`config.mk`:
```
export PLATFORM = sky130hd
export DESIGN_NAME = move_scheduler
export DESIGN_NICKNAME = d
export VERILOG_FILES = /design/src/rtl/move_scheduler.sv
export SDC_FILE = /design/constraint.sdc
export NUM_CORES = 1
export LEC_CHECK = 0
export ABC_AREA = 1
export BUFFER_PORTS_ARGS = -buffer_cell sky130_fd_sc_hd__buf_2
export CORE_ASPECT_RATIO = 1.5
export CORE_MARGIN = 2
export CORE_UTILIZATION = 35
export CTS_CLUSTER_SIZE = 16
export DETAILED_ROUTE_END_ITERATION = 12
export PLACE_DENSITY = 0.49
export SYNTH_ARGS = -nofsm -noshare
export SYNTH_HDL_FRONTEND = slang
export SYNTH_SLANG_ARGS = --single-unit
export TNS_END_PERCENT = 20
```
`constraint.sdc`:
```
create_clock -name clk_d -period 3.1 [get_ports clk_d]
set_clock_uncertainty 0.1 [all_clocks]
set_input_delay 0.465 -clock clk_d [delete_from_list [all_inputs] [get_ports clk_d]]
set_output_delay 0.465 -clock clk_d [all_outputs]
set_load 0.01 [all_outputs]
```
`src/rtl/move_scheduler.sv`:
```
// Single-port move sequencer for the puzzle game: arbitrates the LFSR scramble and the
// four manual action buttons onto one valid/ready move port, and keeps the step count.
module move_scheduler #(
  parameter int          SCRAMBLE_LEN = 16,
  parameter logic [7:0]  LFSR_SEED    = 8'hA5,
  parameter int          STEP_MAX     = 9999
) (
  input  logic        clk_d,
  input  logic        rst,
  input  logic [1:0]  game_status,
  input  logic        random_sw,
  input  logic [3:0]  act_flag,
  input  logic        move_ready,
  output logic        move_valid,
  output logic [1:0]  move_code,
  output logic        move_manual,
  output logic        scramble_done,
  output logic [13:0] step_number,
  output logic        busy
);

  localparam logic [1:0] ST_CHOSE  = 2'b00;
  localparam logic [1:0] ST_GAMING = 2'b01;
  localparam logic [1:0] ST_INIT   = 2'b10;
  localparam logic [1:0] ST_WIN    = 2'b11;

  typedef enum logic [2:0] {
    S_IDLE,
    S_INIT,
    S_SCRAMBLE,
    S_DONE,
    S_RUN
  } state_t;

  state_t      r_state;
  state_t      w_next;
  logic [7:0]  r_lfsr;
  logic [1:0]  r_status;
  logic [3:0]  r_pend;
  logic [1:0]  r_rr;
  logic [7:0]  r_cnt;
  logic        r_valid;
  logic [1:0]  r_code;
  logic        r_manual;
  logic        r_done;
  logic [13:0] r_step;

  logic        w_idle_status;
  logic        w_abort;
  logic        w_xfer;
  logic [2:0]  w_pick;
  logic [3:0]  w_clr;

  // Round-robin search starting at ptr; returns {found, index}.
  function automatic logic [2:0] rr_pick(input logic [3:0] pend, input logic [1:0] ptr);
    logic [1:0] idx;
    rr_pick = 3'b000;
    for (int k = 3; k >= 0; k--) begin
      idx = ptr + 2'(k);
      if (pend[idx]) rr_pick = {1'b1, idx};
    end
  endfunction

  // Any status change or a non-playing status kills an outstanding offer in the same cycle.
  assign w_idle_status = (game_status == ST_CHOSE) || (game_status == ST_WIN);
  assign w_abort       = w_idle_status || (game_status != r_status);
  assign move_valid    = r_valid & ~w_abort;
  assign w_xfer        = move_valid & move_ready;
  assign w_pick        = rr_pick(r_pend, r_rr);
  assign w_clr         = (w_xfer && r_manual) ? (4'b0001 << r_code) : 4'b0000;

  assign move_code     = r_code;
  assign move_manual   = r_manual;
  assign scramble_done = r_done;
  assign step_number   = r_step;
  assign busy          = move_valid | (r_state == S_SCRAMBLE);

  always_comb begin
    w_next = r_state;
    if (w_idle_status) begin
      w_next = S_IDLE;
    end else if ((game_status == ST_INIT) && (r_status != ST_INIT)) begin
      w_next = S_INIT;
    end else if (game_status == ST_GAMING) begin
      w_next = S_RUN;
    end else begin
      case (r_state)
        S_INIT:     w_next = random_sw ? S_SCRAMBLE : S_DONE;
        S_SCRAMBLE: if (w_xfer && (r_cnt == 8'(SCRAMBLE_LEN - 1))) w_next = S_DONE;
        default:    w_next = r_state;
      endcase
    end
  end

  always_ff @(posedge clk_d or posedge rst) begin
    if (rst) begin
      r_state  <= S_IDLE;
      r_status <= ST_CHOSE;
      r_lfsr   <= LFSR_SEED;
      r_pend   <= 4'b0000;
      r_rr     <= 2'd0;
      r_cnt    <= 8'd0;
      r_valid  <= 1'b0;
      r_code   <= 2'd0;
      r_manual <= 1'b0;
      r_done   <= 1'b0;
      r_step   <= 14'd0;
    end else begin
      r_state  <= w_next;
      r_status <= game_status;
      r_lfsr   <= {r_lfsr[6:0], r_lfsr[7] ^ r_lfsr[5] ^ r_lfsr[4] ^ r_lfsr[3]};

      // Offer register: clearing after a transfer yields the mandatory one-cycle gap.
      if ((w_next == S_INIT) || (w_next == S_IDLE) || w_abort || w_xfer) begin
        r_valid <= 1'b0;
      end else if (!r_valid) begin
        if ((r_state == S_SCRAMBLE) && (w_next == S_SCRAMBLE)) begin
          r_valid  <= 1'b1;
          r_code   <= r_lfsr[1:0];
          r_manual <= 1'b0;
        end else if ((r_state == S_RUN) && (w_next == S_RUN) && w_pick[2]) begin
          r_valid  <= 1'b1;
          r_code   <= w_pick[1:0];
          r_manual <= 1'b1;
          r_rr     <= w_pick[1:0] + 2'd1;
        end
      end

      if (w_next == S_RUN) r_pend <= (r_pend & ~w_clr) | act_flag;
      else                 r_pend <= 4'b0000;

      if (w_next == S_INIT)                      r_cnt <= 8'd0;
      else if ((r_state == S_SCRAMBLE) && w_xfer) r_cnt <= r_cnt + 8'd1;

      if (w_next == S_INIT)      r_done <= 1'b0;
      else if (w_next == S_DONE) r_done <= 1'b1;

      if (w_next == S_INIT)
        r_step <= 14'd0;
      else if (w_xfer && r_manual && (r_step != 14'(STEP_MAX)))
        r_step <= r_step + 14'd1;
    end
  end

endmodule
```
==> flow_metrics.tcl <==
set metrics [dict create \
    r2r_slack_ns 0.98 \
    synth.distinct_cells 36 \
    rsz0062_at_grt "no" \
    drt_pre_antenna_iters 4 \
    maxCapViolations 0 \
    crit_path_max_fanout 9 \
    r2r-start "r_rr[0]$_DFFE_PP0P_" \
    core_um2 7130 \
    drive_gt1_share_pct 16.8 \
    vdd_drop_max_mv 0.161 \
    fmax_mhz 450 \
    synthDominantCellAreaShare_pct 41.4 \
    start_kind "primary input" \
    drc 0 \
    final_antenna_net_count 0 \
    fillers 773 \
    fin_crit_ns 2.22 \
    final_util_pct 40.3 \
    syn-cell-area_um2 2540 \
    antenna_found_initial 0 \
    r2r_end "r_rr[1]$_DFFE_PP0P_" \
    post_drt_wl_per_cell_um 12.3 \
    detailed_place_hpwl_mm 4.09 \
    clockBufferDepth 2 \
    grt_pass1_wl_mm 9.35 \
    first_iter_violations 84 \
    n_antenna_cell 0 \
    ys_warn_count 0 \
    holdWs_ns 0.202 \
    drt_wl_total_mm 5.47 \
    rows 38 \
    grt_pass1_vias 2117 \
    arrival_ns 2.33 \
    finalNetCount 376 \
    portBuffers 29 \
    hp-class "in -> reg" \
    syn-num-nets 341 \
    postCtsSetupBuffers 0 \
    synthCells 327 \
    synthToLayoutAreaGrowth_pct 13.3 \
    num_vias 2123 \
    cp.required_ns 3.21 \
    fin_tns_setup_ns 0 \
    hp-start "game_status[0]" \
    die_h_um 108 \
    r2r_cells 10 \
    slew_viol_final 0 \
    cts_tree "built" \
    synth-seq-area-share_pct 45.5 \
    power_leakage_uw 0.00158 \
    final_cells 443 \
    crit_path_end_kind "flop" \
    cts.sinks 46 \
    final_cell_mix "nand2_1, inv_1, dfrtp_1" \
    cts_buffers 5 \
    status "complete, no violations" \
    grt_max_degree 47 \
    yosys.area.top_type "dfrtp_1" \
    worstHoldEndpoint "r_status[0]$_DFF_PP0_" \
    die_w_um 73.6 \
    ctsHoldBuffers 0 \
    grt_usage_pct 14.8 \
    path_class "in -> reg" \
    ctsResizeCount 0 \
    grt-ovfl-total 0 \
    worstMarginPinSlew_ns 1.02 \
    ios 30 \
    final_common_cell "nand2_1" \
    ys_ff_latch 46 \
    start_util_pct 35.6 \
    fp.dieArea_um2 7970 \
    dp_cells 435 \
    dpl-instance-area_um2 2780 \
    clock_latency_ns 0.30 \
    relSlewSlack_pct 32.3 \
    fin_crit_sh_pct 71.7 \
    gp_congestion 0.782 \
    hold_violations 0 \
    fin_area_um2 2880 \
    hold-path-cell-count 1 \
    avgSynthCellArea_um2 7.77 \
    setup_viol 0 \
    cts.clk_slew.worst_paths_ns 0.10 \
    cts_max_level 2 \
    root_buffer "clkbuf_8" \
    synth.top_cells.by_area "dfrtp_1, nand2_1, inv_1" \
    vias_per_cell 4.79 \
    powerDensity_nw_per_um2 407 \
]
where the power goes:
part	internal [µW]	total (µW)	switching, µW	leakage [µW]
Sequential	616	625	9.39	0.000608
Combinational	46.5	150	103	0.000927
Clock	163	395	231	0.0000447
Total	826	1170	344	0.00158
how the worst max path moves through the flow:
stage / from / endpoint / cells after the start
3_5_place_dp: game_status[0] / step_number[13]$_DFFE_PP0P_ / 14
3_3_place_gp: game_status[0] / step_number[13]$_DFFE_PP0P_ / 14
2_1_floorplan: game_status[0] / r_cnt[2]$_DFFE_PP0P_ / 13
4_1_cts: game_status[0] / step_number[13]$_DFFE_PP0P_ / 14
6_report: game_status[0] / step_number[13]$_DFFE_PP0P_ / 14
5_1_grt: game_status[0] / move_code[1]$_DFFE_PP0P_ / 16
sequential cells by signal, summed over array words and instances, names as in the netlist:
signal	count
r_pend	4
move_code	2
r_lfsr	8
r_valid	1
scramble_done	1
r_state	3
r_status	2
move_manual	1
step_number	14
r_rr	2
r_cnt	8
cells by family (layout without fill, tap and decap cells):
| kind of cell | count (synthesis) | in the layout | share of synthesized area (%) |
|---|---|---|---|
| xor+xnor | 11 | 11 | 3.79 |
| compound gates | 34 | 34 | 7.34 |
| simple gates | 172 | 172 | 32.4 |
| flops | 46 | 46 | 45.5 |
| buf+inv | 60 | 96 | 9.01 |
| fa+ha+maj | 4 | 4 | 1.97 |
layout make-up:
type	count	area [µm²]	share of cell area [%]
flip-flops and latches	46	1160	40.2
clock buffers	5	68.8	2.39
inverters	58	219	7.61
repair buffers	30	153	5.31
clock inverters	3	25.0	0.870
well taps	80	100	3.48
multi-input cells	221	1150	40.1
metal layers:
layer,up-vias,GRT usage [%],part of all wire [%]
met5,-,0,0
met2,25,26.5,51
met1,979,17.4,44
li1,1109,-,-
met3,10,2.42,2.3
met4,0,5.45,2.1
cell usage after synthesis:
library cell,instances
a21oi_1,9
a31oi_1,1
buf_2,2
clkinv_2,1
dfrtp_1,42
dfstp_2,4
ha_1,4
inv_1,56
inv_2,1
nand2_1,77
nand2_2,2
nand2_4,2
nand3_1,30
nand3_2,2
nand3b_1,2
nand4_1,6
nand4_2,1
nor2_1,31
nor2_2,2
nor2_4,1
nor2_8,1
nor3_1,5
nor3_2,1
nor3_4,1
nor3b_1,1
nor4_1,3
o211ai_1,1
o21a_1,1
o21ai_0,17
o21ai_1,1
o21bai_1,2
o31ai_1,2
or2_1,1
or2_2,3
xnor2_1,4
xor2_1,7
critical path, cell delays in order:
cell	delay, ns
buf_2	0.11
inv_1	0.06
ha_1	0.28
inv_1	0.16
nand3_2	0.12
nor3_4	0.21
nand3_1	0.10
nand2_1	0.08
nand2_1	0.04
nand2_1	0.10
nand2_2	0.15
nor2_2	0.28
or2_1	0.15
inv_1	0.04
stage by stage:
stage / total power [µW] / setup WS (ns)
finish: 1170 / 0.877
detailed placement: 791 / 0.516
global placement: 790 / 0.553
CTS: 1190 / 0.851
floorplan: 741 / 0.800
global route: 1240 / 0.646
No activity file was read; power rests on OpenSTA's default activity.
